<file path="config.mk">
export PLATFORM = sky130hd
export DESIGN_NAME = btn_dir_ctrl
export DESIGN_NICKNAME = d
export VERILOG_FILES = /design/src/rtl/btn_dir_ctrl.sv
export SDC_FILE = /design/constraint.sdc
export NUM_CORES = 1
export LEC_CHECK = 0
export CAP_MARGIN = 5
export CORE_MARGIN = 4
export CORE_UTILIZATION = 65
export CTS_CLUSTER_SIZE = 24
export DETAILED_ROUTE_END_ITERATION = 7
export GPL_ROUTABILITY_DRIVEN = 0
export PLACE_DENSITY = 0.83
export SLEW_MARGIN = 20
export SYNTH_ARGS = -nofsm -noshare
export SYNTH_HDL_FRONTEND = slang
export SYNTH_SLANG_ARGS = --single-unit
export TNS_END_PERCENT = 5
</file>
<file path="constraint.sdc">
create_clock -name clk -period 6.2 [get_ports clk]
set_input_delay 0.62 -clock clk [delete_from_list [all_inputs] [get_ports clk]]
set_output_delay 0.62 -clock clk [all_outputs]
set_load 0.05 [all_outputs]
</file>
<file path="src/rtl/btn_dir_ctrl.sv">
// Push-button front end: polarity fix, 2-flop synchroniser, debounce FSM,
// single-cycle press/release/long-press strobes and a press-toggled direction level.
module btn_dir_ctrl #(
  parameter int unsigned DEBOUNCE_CYCLES = 1_000_000,
  parameter int unsigned LONG_CYCLES     = 50_000_000,
  parameter bit          ACTIVE_LOW      = 1'b0,
  parameter int unsigned CNT_W           = 26
) (
  input  logic clk,
  input  logic rst,
  input  logic btn_raw,
  output logic btn_level,
  output logic press_pulse,
  output logic release_pulse,
  output logic long_pulse,
  output logic dir
);

  localparam logic [1:0] IDLE         = 2'd0;
  localparam logic [1:0] PRESS_WAIT   = 2'd1;
  localparam logic [1:0] HELD         = 2'd2;
  localparam logic [1:0] RELEASE_WAIT = 2'd3;

  localparam logic [CNT_W-1:0] CNT_ZERO = {CNT_W{1'b0}};
  localparam logic [CNT_W-1:0] CNT_ONE  = {{(CNT_W-1){1'b0}}, 1'b1};
  localparam logic [CNT_W-1:0] D_LAST   = CNT_W'(DEBOUNCE_CYCLES - 32'd1);
  localparam logic [CNT_W-1:0] L_LAST   = CNT_W'(LONG_CYCLES - 32'd1);
  localparam logic [CNT_W-1:0] L_MAX    = CNT_W'(LONG_CYCLES);
  localparam bit               D_ONE    = (DEBOUNCE_CYCLES == 32'd1);

  logic [1:0]       sync_r;
  logic             s_s;
  logic [1:0]       state_r, state_s;
  logic [CNT_W-1:0] deb_cnt_r, deb_cnt_s;
  logic [CNT_W-1:0] hold_cnt_r, hold_cnt_s;
  logic             long_done_r, long_done_s;
  logic             level_s, dir_s;
  logic             press_evt_s, release_evt_s, long_evt_s;

  // Synchroniser; reset loads the released level so a held button must re-qualify.
  always_ff @(posedge clk) begin
    if (rst) begin
      sync_r <= 2'b00;
    end else begin
      sync_r <= {sync_r[0], btn_raw ^ ACTIVE_LOW};
    end
  end

  assign s_s = sync_r[1];

  // Next-state logic; press/release events override the per-state updates.
  always_comb begin
    state_s       = state_r;
    deb_cnt_s     = deb_cnt_r;
    hold_cnt_s    = hold_cnt_r;
    long_done_s   = long_done_r;
    level_s       = btn_level;
    dir_s         = dir;
    press_evt_s   = 1'b0;
    release_evt_s = 1'b0;
    long_evt_s    = 1'b0;

    case (state_r)
      IDLE: begin
        if (s_s) begin
          if (D_ONE) begin
            press_evt_s = 1'b1;
          end else begin
            state_s   = PRESS_WAIT;
            deb_cnt_s = CNT_ONE;
          end
        end else begin
          deb_cnt_s = CNT_ZERO;
        end
      end
      PRESS_WAIT: begin
        if (!s_s) begin
          state_s   = IDLE;
          deb_cnt_s = CNT_ZERO;
        end else if (deb_cnt_r == D_LAST) begin
          press_evt_s = 1'b1;
        end else begin
          deb_cnt_s = deb_cnt_r + CNT_ONE;
        end
      end
      HELD: begin
        if (!s_s && D_ONE) begin
          release_evt_s = 1'b1;
        end else begin
          // long_done keeps a bounce back into HELD from re-firing the strobe
          if (hold_cnt_r == L_LAST && !long_done_r) begin
            long_evt_s  = 1'b1;
            long_done_s = 1'b1;
          end else begin
            long_evt_s  = 1'b0;
          end
          if (hold_cnt_r != L_MAX) begin
            hold_cnt_s = hold_cnt_r + CNT_ONE;
          end else begin
            hold_cnt_s = hold_cnt_r;
          end
          if (!s_s) begin
            state_s   = RELEASE_WAIT;
            deb_cnt_s = CNT_ONE;
          end else begin
            deb_cnt_s = CNT_ZERO;
          end
        end
      end
      RELEASE_WAIT: begin
        if (s_s) begin
          state_s   = HELD;
          deb_cnt_s = CNT_ZERO;
        end else if (deb_cnt_r == D_LAST) begin
          release_evt_s = 1'b1;
        end else begin
          deb_cnt_s = deb_cnt_r + CNT_ONE;
        end
      end
      default: begin
        state_s   = IDLE;
        deb_cnt_s = CNT_ZERO;
      end
    endcase

    if (press_evt_s) begin
      state_s     = HELD;
      deb_cnt_s   = CNT_ZERO;
      hold_cnt_s  = CNT_ZERO;
      long_done_s = 1'b0;
      level_s     = 1'b1;
      dir_s       = ~dir;
    end else if (release_evt_s) begin
      state_s    = IDLE;
      deb_cnt_s  = CNT_ZERO;
      hold_cnt_s = CNT_ZERO;
      level_s    = 1'b0;
    end else begin
      level_s    = btn_level;
    end
  end

  // State, counters and registered outputs.
  always_ff @(posedge clk) begin
    if (rst) begin
      state_r       <= IDLE;
      deb_cnt_r     <= CNT_ZERO;
      hold_cnt_r    <= CNT_ZERO;
      long_done_r   <= 1'b0;
      btn_level     <= 1'b0;
      press_pulse   <= 1'b0;
      release_pulse <= 1'b0;
      long_pulse    <= 1'b0;
      dir           <= 1'b0;
    end else begin
      state_r       <= state_s;
      deb_cnt_r     <= deb_cnt_s;
      hold_cnt_r    <= hold_cnt_s;
      long_done_r   <= long_done_s;
      btn_level     <= level_s;
      press_pulse   <= press_evt_s;
      release_pulse <= release_evt_s;
      long_pulse    <= long_evt_s;
      dir           <= dir_s;
    end
  end

endmodule

</file>
# --- Word level (Yosys, flattened, before mapping) ---
# Index checks and enable logic that the tools add are counted.
word_totals:
  regBits: 62
  in_bits: 3
  elab_cells: 61
op_classes:
  addsub: 2
  n_eq_ne: 14
  reduce_logical: 11
  mux: 21
  bitwise_logic: 2
ops:
  columns: ["op", "n"]
  rows:
  - ["one-hot mux 26 bit (4 select lines)", 1]
  - ["two-way mux 26 bit", 3]
  - ["adder 26 x 1 -> 26 bit (second input constant)", 2]
  - ["equality test 26 x 20 -> 1 bit (second input constant)", 1]
  - ["equality test 26 bit (second input constant)", 1]
  - ["!= test 26 bit (second input constant)", 1]
  - ["!= test 4 bit (second input constant)", 4]
  - ["two-way mux 2 bit", 6]
  - ["two-way mux 1 bit", 10]
  - ["!= test 2 bit (second input constant)", 4]
  - ["one-hot mux 2 bit (4 select lines)", 1]
  - ["AND reduction 4 bit", 2]
  - ["equality test 2 bit (second input constant)", 2]
  - ["AND reduction 2 bit", 2]
  - ["OR reduction 2 bit", 2]
  - ["OR reduction 3 bit", 1]
  - ["equality test 2 x 1 -> 1 bit (second input constant)", 1]
  - ["zero test 2 bit", 1]
  - ["inverter 1 bit", 2]
  - ["nonzero test 2 bit", 1]
  - ["logical AND 1 bit", 1]
  - ["zero test 1 bit", 1]

# --- Logic depth before layout (Yosys ltp) ---
# Gate-level depths: netlist of run 1.
logic_depth:
  depth_word: 6
  depth_mapped: 8

# --- Worst setup path before layout of run 1 ---
# OpenSTA, ideal clock, no wires.
synth_path:
  kind: "reg-to-reg"
  startpoint: "register deb_cnt_r[0]"
  endpoint: "register state_r[0]"
  stages_incl_launch_ff: 9
  period_less_slack_ps: 2278
  n_path_buf: 2
  setup_ps: 130
  arrival_ps: 2148
  setup_slack_ps: 3922
  path_cell_list: "dfxtp_1 -> ha_1 -> nand4_1 -> or4_4 -> or4_1 -> buf_2 -> o21bai_4 -> buf_6 -> nor2_1"
synth_between:
  elab_chain_cells: 5
  word_cells_on_any_way: 7
  cone_classes: "eq/ne: 1; mux: 5; reduce/logical: 1"
synth_lines:
  columns: ["element", "line", "text"]
  rows:
  - ["from (decl)", "34", "logic [CNT_W-1:0] deb_cnt_r, deb_cnt_s;"]
  - ["from (signal assigned)", "157", "deb_cnt_r <= deb_cnt_s;"]
  - ["equality test 26 x 20 -> 1 bit (*)", "80, 114", null]
  - ["two-way mux 1 bit (*)", "80, 114", null]
  - ["two-way mux 1 bit, on equally long branches", "77, 111", null]
  - ["two-way mux 1 bit", "63", "case (state_r)"]
  - ["OR reduction 3 bit (no source line) (*)", null, null]
  - ["to (signal assigned)", "156", "state_r <= state_s;"]
  - ["to (decl)", "33", "logic [1:0] state_r, state_s;"]
# Mark *: on every way between the ends. The rest lies on a longest branch, timed or not.
# A chain may end at the register's enable or synchronous reset.

# --- Worst setup path in the final report of run 1 ---
layout_path:
  startpoint: "register deb_cnt_r[10]"
  endpoint: "register deb_cnt_r[18]"
layout_between:
  elab_chain_cells: 5
  word_cells_on_any_way: 12
  cone_classes: "add/sub: 1; eq/ne: 1; mux: 9; reduce/logical: 1"
layout_lines:
  columns: ["element"]
  rows:
  - ["parallel branches: the longest is 5 deep, another holds adder 26 x 1 -> 26 bit"]
# Parallel ways; which one is timed is not known.

==> results of run 1 <==
-- path summary, 6_finish.rpt --
path                      start       endpoint  slack, ps
hold reg to reg       sync_r[0]      sync_r[1]        440
setup / recovery  deb_cnt_r[10]  deb_cnt_r[18]       3540
hold / removal        sync_r[0]      sync_r[1]        440
setup reg to reg  deb_cnt_r[10]  deb_cnt_r[18]       3540
-- layer usage --
layer	track usage [%]	part of all wire (%)	vias to the layer above
met4	10.87	1.7	0
met1	26.38	47	1024
met2	35.04	48	32
li1	-	-	1121
met3	5.746	3.0	9
met5	0	0	-
-- area by class of cell --
cell class              count  area (um^2)  share of cell area, %
clock buffers              12        145.1                  4.693
clock inverters             4        70.07                  2.265
inverters                   8        30.03                 0.9709
multi-input cells         237         1474                  47.65
flip-flops and latches     62         1241                  40.13
well taps                  50        62.56                  2.023
repair buffers              7        70.07                  2.265
-- state kept, by name, summed over array words and instances, names as in the netlist --
register,count
deb_cnt_r,26
hold_cnt_r,26
state_r,2
sync_r,2
btn_level,1
dir,1
long_done_r,1
long_pulse,1
press_pulse,1
release_pulse,1
-- metrics by stage --
stage	hold slack, ps	util (%)	instances	total power, W	setup WS [ps]
3_3_place_gp	420.3	70.42	364	0.0004214	3631
5_1_grt	461.4	75.69	380	0.0008285	3288
4_1_cts	449.2	75.69	380	0.0008050	3514
6_report	444.5	75.69	380	0.0008003	3544
2_1_floorplan	413.8	-	315	0.0004190	3922
3_5_place_dp	429.2	70.42	364	0.0004217	3560
-- logic make-up (layout without fill, tap and decap cells) --
kind of cell | count (synthesis) | count (layout) | synth area share [%]
mux | 2 | 2 | 0.7166
simple gates | 169 | 169 | 32.20
xor+xnor | 47 | 47 | 14.73
fa+ha+maj | 3 | 3 | 1.344
compound gates | 16 | 16 | 3.762
buf+inv | 16 | 31 | 2.821
flops | 62 | 62 | 44.42
-- synthesized netlist by cell type (2+ instances only) --
cell type  number
ha_1            3
buf_2           3
nor4_1          8
inv_1           8
xor2_1         36
and3_1          3
buf_6           2
or4b_2          2
o21ai_0         4
a21oi_1         5
nor2_1         61
dfxtp_1        62
nor4bb_1        2
clkbuf_1        3
xnor2_1        11
nor2b_1         4
or4_1           4
nand2_1        15
o31ai_1         3
nand3_1        19
nor3_1          4
and2_1          4
nand4b_1        2
nand2b_1        2
and4_1          7
mux2i_1         2
or3_1           2
nand4_1        24
-- report_power, final --
group | internal (W) | switching (W)
combinational | 0.00000414 | 0.00000752
sequential | 0.000400 | 0.00000131
clock | 0.000236 | 0.000151
total | 0.000640 | 0.000160
==> key figures, run 1 <==
Run status
  – Status: completed

Run
  – Max_cap viols: 0

Drt
  – Via density: 5.753
  – Final ANT Viol Nets: 0
  – DR pass1 iterations: 5
  – DRC Markers: 0
  – DR iter-0 viols: 107
  – Via Count: 2186
  – Final WL: 5257 um
  – Drt wl/cell: 13.83 um

Logic synthesis
  – Syn Inst Count: 315
  – Post-synthesis sequential area ratio: 44.42%
  – Yosys top cell area share: 44.42%
  – Area of the mapped netlist: 2794 um^2
  – Yosys warning total: 0
  – Mean Syn Cell Area: 8.870 um^2
  – Number of synthesized register bits: 62
  – Synth unique cells: 38
  – Syn_nets: 321
  – Share of synthesized registers carrying an async set or reset: 0%
  – Synth top area cells: dfxtp_1 44%, xor2_1 11%, nor2_1 8.2%, nand4_1 5.4%, xnor2_1 3.4%
  – Ys flop type: dfxtp_1
  – Post-synth EDFFs: 0
  – Area leader, netlist: dfxtp_1

Final layout
  – Ant. Diodes: 0
  – Area Growth Syn to Fin: 10.70%
  – Final #Nets: 331
  – Final instance area: 3093 um^2
  – Commonest non-fill, non-tap cell in the layout: dfxtp_1
  – Most frequent cells in the layout: 62 x dfxtp_1, 61 x nor2_1, 36 x xor2_1, 24 x nand4_1, 19 x nand3_1
  – Filler cells: 294
  – Layout cells sized above 1: 6.364%

Worst setup path
  – CP max stage cell: nand3b_1
  – Crit path arrival time: 2850 ps
  – Worst Setup End Kind: flop
  – Ordered cell list for the critical path: or4b_2 > nor2b_1 > nor4b_1 > nand3b_1 > nor2_1
  – Worst path required time: 6390 ps
  – CP max FO: 25
  – CP delay by family, top: simple AND/OR/NAND/NOR gates
  – Crit path buf inv count: 0
  – WS Path Type: flop to flop
  – Startpoint Class: flop
  – Crit path depth: 5
  – Worst path max stage delay: 760 ps
  – Worst reg2reg path depth: 5

GRT
  – Initial antenna violation count: 0
  – Tot GR Track Use: 21.66%
  – First-pass GRT wire length: 9080 um
  – Largest net degree at the start of global routing: 28
  – Number of global-route vias before repair: 2071
  – Grt total ovfl: 0

Pwr
  – Leakage: 1.006 nW
  – Power per cell area: 258.8 nW/um^2
  – Peak VDD IR: 0.1909 mV

Floorplanning
  – Die W: 73.56 um
  – Initial Util: 68.37%
  – Die boundary height: 73.56 um
  – IO Pins: 8
  – Core Rows: 23
  – Core area: 4086 um^2
  – Die ar.: 5411 um^2

Clocking
  – Root buffer cell: clkbuf_8
  – Post-CTS setup buffers: 0
  – Clk slew on worst S/H paths: 70 ps
  – Number of H-tree levels: 3
  – TritonCTS clock tree: built
  – Worst-skew pair later-pin latency: 350 ps
  – CTS resizes: 0
  – Max clock buf depth: 2
  – Total CTS buffers: 9
  – Cts-stage hold buffer count: 0
  – Clk sinks: 62

Timing
  – Max Slew Vio Count: 0
  – Crit share post-route: 42.84%
  – Final Setup Violations: 0
  – Final number of hold-violating endpoints: 0
  – Max_slew headroom: 34.48%
  – Worst Skew: 6.763 ps
  – Min Clock Period, post-route: 2656 ps
  – Post-route setup TNS: 0 ps
  – Slew at the pin closest to its max-slew limit: 973.7 ps
  – FMAX: 0.3765 GHz
  – Unrepaired setup endpoints after global routing: false

Hold path
  – Type of the worst min-delay path: flop to flop
  – Min-Delay Path Depth: 1

Placed design
  – Placed Instance Area: 2878 um^2
  – DPL Wire Length: 3497 um
  – IO buf count: 7
Note: power is estimated with default switching activity, not from simulation.
==> inputs of run 2 (changes only) <==
CORE_UTILIZATION = 54   (was 65)
PLACE_DENSITY = 0.74   (was 0.83)
clock period = 2.15 ns   (was 6.2 ns; I/O delays follow)
==> run 2 against run 1 <==
Highest routed layer unchanged; sequential power grew to 2.9 times the previous value; hold slack got worse by 0.62 ps; non-clock buffer count rose by 26; the flow now finishes with violations (setup timing); via count increased by 3.0%; power increased to 2.6 times the previous value; critical path type unchanged; die area rose by 18%.
==> key figures, run 2 (synthesis results as in run 1) <==
Worst setup path
  – Crit path launch: deb_cnt_r[19]
  – WS Path Type: flop to flop
  – Worst reg2reg path depth: 6 (+1)
  – RR Endpoint: hold_cnt_r[11]
  – Worst r2r src: deb_cnt_r[19]
  – CP max FO: 7 (-72%)
  – Worst path required time: 2360 ps (-4030 ps)
  – CP endpoint: hold_cnt_r[11]
  – Reg-to-reg slack, setup: -80 ps (-3620 ps)
  – Crit path arrival time: 2440 ps (-410 ps)
  – Startpoint Class: flop
  – Worst Setup End Kind: flop

Timing
  – Worst Skew: 5.171 ps (-1.592 ps)
  – Min Clock Period, post-route: 2230 ps (-426.5 ps)
  – Unrepaired setup endpoints after global routing: true
  – Final number of hold-violating endpoints: 0 (unchanged)
  – Worst setup margin: -79.85 ps (-3623 ps)
  – Final Setup Violations: 27 (+27)
  – Slew at the pin closest to its max-slew limit: 506.2 ps (-467.6 ps)
  – Max_slew headroom: 65.95% (+31 points)
  – Max Slew Vio Count: 0 (unchanged)
  – FMAX: 0.4485 GHz (+19%)
  – Post-route setup TNS: -1515 ps (-1515 ps)
  – Crit share post-route: 103.7% (+61 points)

Final layout
  – Ant. Diodes: 0 (unchanged)
  – Final instance area: 3337 um^2 (+7.9%)
  – Area Growth Syn to Fin: 19.44%
  – Storage cell area: 1247 um^2 (+0.50%)
  – Commonest non-fill, non-tap cell in the layout: nor2_1
  – Area of the multi-input gates: 1496 um^2 (+1.5%)
  – Final #Nets: 357 (+7.9%)
  – Largest regs: deb_cnt_r (26), hold_cnt_r (26)
  – Layout cells sized above 1: 14.37% (+8.0 points)
  – Filler cells: 408 (+39%)
  – Most frequent cells in the layout: 60 x nor2_1, 59 x dfxtp_1, 36 x xor2_1, 24 x nand4_1, 22 x buf_4

Run
  – Max_cap viols: 0 (unchanged)

Run status
  – Status: complete, but fails checks
  – Violated checks: setup timing

Placed design
  – Pre-CTS WS: -2.868 ps (-3563 ps)
  – DPL Wire Length: 3699 um (+5.8%)
  – IO buf count: 7 (unchanged)
  – Placed Instance Area: 3119 um^2 (+8.4%)

GRT
  – Largest net degree at the start of global routing: 28 (unchanged)
  – First-pass GRT wire length: 9390 um (+3.4%)
  – Tot GR Track Use: 18.73% (-2.9 points)
  – Grt total ovfl: 0 (unchanged)
  – Initial antenna violation count: 0 (unchanged)
  – Number of global-route vias before repair: 2150 (+3.8%)

Clocking
  – TritonCTS clock tree: built
  – Number of H-tree levels: 3 (unchanged)
  – Clk sinks: 62 (unchanged)
  – Clk slew on worst S/H paths: 60 ps (about the same)
  – Total CTS buffers: 9 (unchanged)
  – Cts-stage hold buffer count: 0 (unchanged)
  – Max clock buf depth: 2 (unchanged)
  – Root buffer cell: clkbuf_8
  – Worst-skew pair later-pin latency: 320 ps (-30 ps)

Drt
  – Drt wl/cell: 13.01 um (-5.9%)
  – DRC Markers: 0 (unchanged)
  – Via density: 5.336 (-7.2%)
  – DR pass1 iterations: 4 (-1)
  – Final ANT Viol Nets: 0 (unchanged)
  – Final WL: 5491 um (+4.5%)
  – Via Count: 2252 (+3.0%)
  – DR iter-0 viols: 84 (-21%)

Pwr
  – Leakage: 1.134 nW (+13%)
  – Peak VDD IR: 0.4262 mV (+120%)
  – Power per cell area: 623.1 nW/um^2 (+140%)

Floorplanning
  – Die boundary height: 79.93 um (+8.7%)
  – Core area: 4880 um^2 (+19%)
  – Die ar.: 6389 um^2 (+18%)
  – Initial Util: 57.26% (-11 points)
  – Core Rows: 25 (+8.7%)
  – Die W: 79.93 um (+8.7%)
  – IO Pins: 8 (unchanged)

Hold path
  – Type of the worst min-delay path: flop to flop
## run 2: cell types whose count changed in the layout (fill, tap and decap cells not counted), moves of 2 or more
cell,change
bufinv_16,-2
dfxtp_1,-3
dfxtp_2,+2
buf_4,+22
buf_12,+2
## run 2: worst min-delay path by stage
stage	to	from	slack, ps	cells after the start
2_1_floorplan	sync_r[0]	btn_raw	340	1
3_3_place_gp	sync_r[1]	sync_r[0]	430	1
3_5_place_dp	sync_r[1]	sync_r[0]	430	1
4_1_cts	sync_r[0]	btn_raw	430	2
5_1_grt	sync_r[0]	btn_raw	450	2
6_report	sync_r[1]	sync_r[0]	440	1
## run 2: cell type report
class	instances	share of cell area, %
multi-input cells	237	44.84
flip-flops and latches	62	37.38
repair buffers	33	9.336
clock buffers	14	4.874
well taps	67	2.512
inverters	8	0.8999
clock inverters	1	0.1500
## run 2: repair_timing
item	4_1_cts	5_1_grt
buffers inserted	0	1
gates cloned	0	2
gates resized for setup	0	3
pin swaps	1	7
setup endpoints to repair	27	31
## run 2: worst max-delay path, stage by stage, from the launching register on
cell and delay (ps):
dfxtp_2 350, nand4_1 180, or4_4 530, or4_4 570, o21bai_4 240, clkbuf_16 200
a21oi_1 40
## run 2: power by group
part,switching [W],leakage [nW],internal (W),total [W]
registers,0.00000352,0.502,0.00115,0.00116
logic,0.0000268,0.546,0.0000235,0.0000503
clock network,0.000399,0.0865,0.000475,0.000873
## run 2: per-stage QoR
| step | std cells | util, % | hold slack, ps | power, W |
|---|---|---|---|---|
| detailed placement | 404 | 63.92 | 432.3 | 0.001224 |
| CTS | 419 | 67.36 | 425.4 | 0.002106 |
| floorplan | 315 | - | 343.2 | 0.001209 |
| finish | 422 | 68.38 | 443.9 | 0.002079 |
| global route | 422 | 68.38 | 445.5 | 0.002163 |
| global placement | 404 | 63.92 | 427.5 | 0.001223 |
## run 2: routing by layer
metal | track usage, % | routed length [um]
met1 | 22.06 | 2577
met2 | 31.46 | 2719
met3 | 5.079 | 118
met4 | 8.615 | 76
met5 | 0 | 0
==> inputs of run 3 (changes only) <==
GPL_ROUTABILITY_DRIVEN = default   (was 0)
==> results of run 3 <==
Same layout as run 2: the final DEF is identical, and so are final timing and power.
==> RTL edit (flow settings as in run 2) <==
Change the parameter `CNT_W` from 26 to 34.
--- a/src/rtl/btn_dir_ctrl.sv
+++ b/src/rtl/btn_dir_ctrl.sv
@@ -5,5 +5,5 @@
   parameter int unsigned LONG_CYCLES     = 50_000_000,
   parameter bit          ACTIVE_LOW      = 1'b0,
-  parameter int unsigned CNT_W           = 26
+  parameter int unsigned CNT_W           = 34
 ) (
   input  logic clk,
Check against the original RTL: same outputs for any inputs over 10 cycles, from zero or initial values and one cycle with rst high; that may be too few to reach the edited logic, so the function may still have changed.
==> RTL edit against run 2 <==
- wire length grew 37%
- sequential cell count is 16 higher
- critical endpoint is now hold_cnt_r[29]
- largest cell class unchanged
- critical path type unchanged
- final area grew 26%
- non-clock buffer count decreased by 1
- setup slack improved by 0.19 ns
- power increased by 42%
- area after synthesis rose by 30%
- fmax grew 9.3%
==> RTL edit: results (changes against run 2) <==
[outcome]
status = complete, no violations  ; was complete, but fails checks

[power_and_ir_drop]
p_int_w = 0.00236  ; was 0.00165 W
pwr-share-comb_pct = 1.4  ; was 2.4%
pg_seq_w = 0.00145  ; was 0.00116 W

[setup_path]
startpoint = hold_cnt_r[9]  ; was deb_cnt_r[19]
arrival_ns = 2.32  ; was 2.44 ns
cpPeakStageDelay_ns = 0.60  ; was 0.57 ns

[layout]
multi_input_area_sq_mm = 0.00195  ; was 0.00150 sq mm
num-nonclk-buffers = 32  ; was 33
final_layout_size_suffix_gt1_share_pct = 12.8  ; was 14.4%
multi_input_cells = 318  ; was 237
top_regs = deb_cnt_r: 34 flops, hold_cnt_r: 34 flops  ; was deb_cnt_r: 26 flops, hold_cnt_r: 26 flops

[global_routing]
grt_max_degree = 36  ; was 28

[place]
placed_area_sq_mm = 0.00393  ; was 0.00312 sq mm
dp_slack_ns = 0.0411  ; was -0.00287 ns

[timing]
clock_skew_ns = 0.00956  ; was 0.00517 ns
worstMarginPinSlew_ns = 0.501  ; was 0.506 ns

[yosys]
yosys-top-cells-count = dfxtp_1, nor2_1, xnor2_1  ; was dfxtp_1, nor2_1, xor2_1
ys_seq_elements = 78  ; was 62
yosysSeqAreaShare_pct = 43.0  ; was 44.4%
syn-num-nets = 436  ; was 321
ys_top_cells_by_area = dfxtp_1, xnor2_1, nor2_1  ; was dfxtp_1, xor2_1, nor2_1
yosys.area.top_type_share_pct = 43.0  ; was 44.4%

[clock_tree]
clkLatencyLatePin_ns = 0.35  ; was 0.32 ns
clk_pin_slew_worst_paths_ns = 0.08  ; was 0.06 ns

[route]
dr_wl_met3_um = 241  ; was 118 um
dr_wl_met2_um = 3480  ; was 2720 um
via_count = 3076  ; was 2252
vias_per_cell = 5.73  ; was 5.34

## RTL edit: cell types whose count changed in the layout (fill, tap and decap cells not counted), sizes merged, moves of 7 or more
cell | before | now
a21oi | 5 | 12
dfxtp | 62 | 78
inv | 8 | 17
nand2 | 15 | 24
nor2 | 61 | 71
nor3 | 4 | 14
nor4 | 9 | 23
xnor2 | 11 | 36
xor2 | 36 | 19
## RTL edit: worst paths after layout
kind	to	slack [ns]	depth (start not counted)
min reg2reg	sync_r[1]	0.45	1
max reg2reg	hold_cnt_r[29]	0.11	5
max	hold_cnt_r[29]	0.11	5
min	sync_r[0]	0.44	2
## RTL edit: cell families (layout without fill, tap and decap cells)
kind of cell	Yosys count	in the layout	share of synthesized area (%)
multiplexers	2	2	0.552
XOR/XNOR	55	55	13.3
buffers and inverters	34	64	3.69
AO/OA/AOI/OAI	28	28	4.83
AND/OR/NAND/NOR	230	230	33.6
flip-flops	78	78	43.0
adder cells (fa/ha/maj)	3	3	1.03
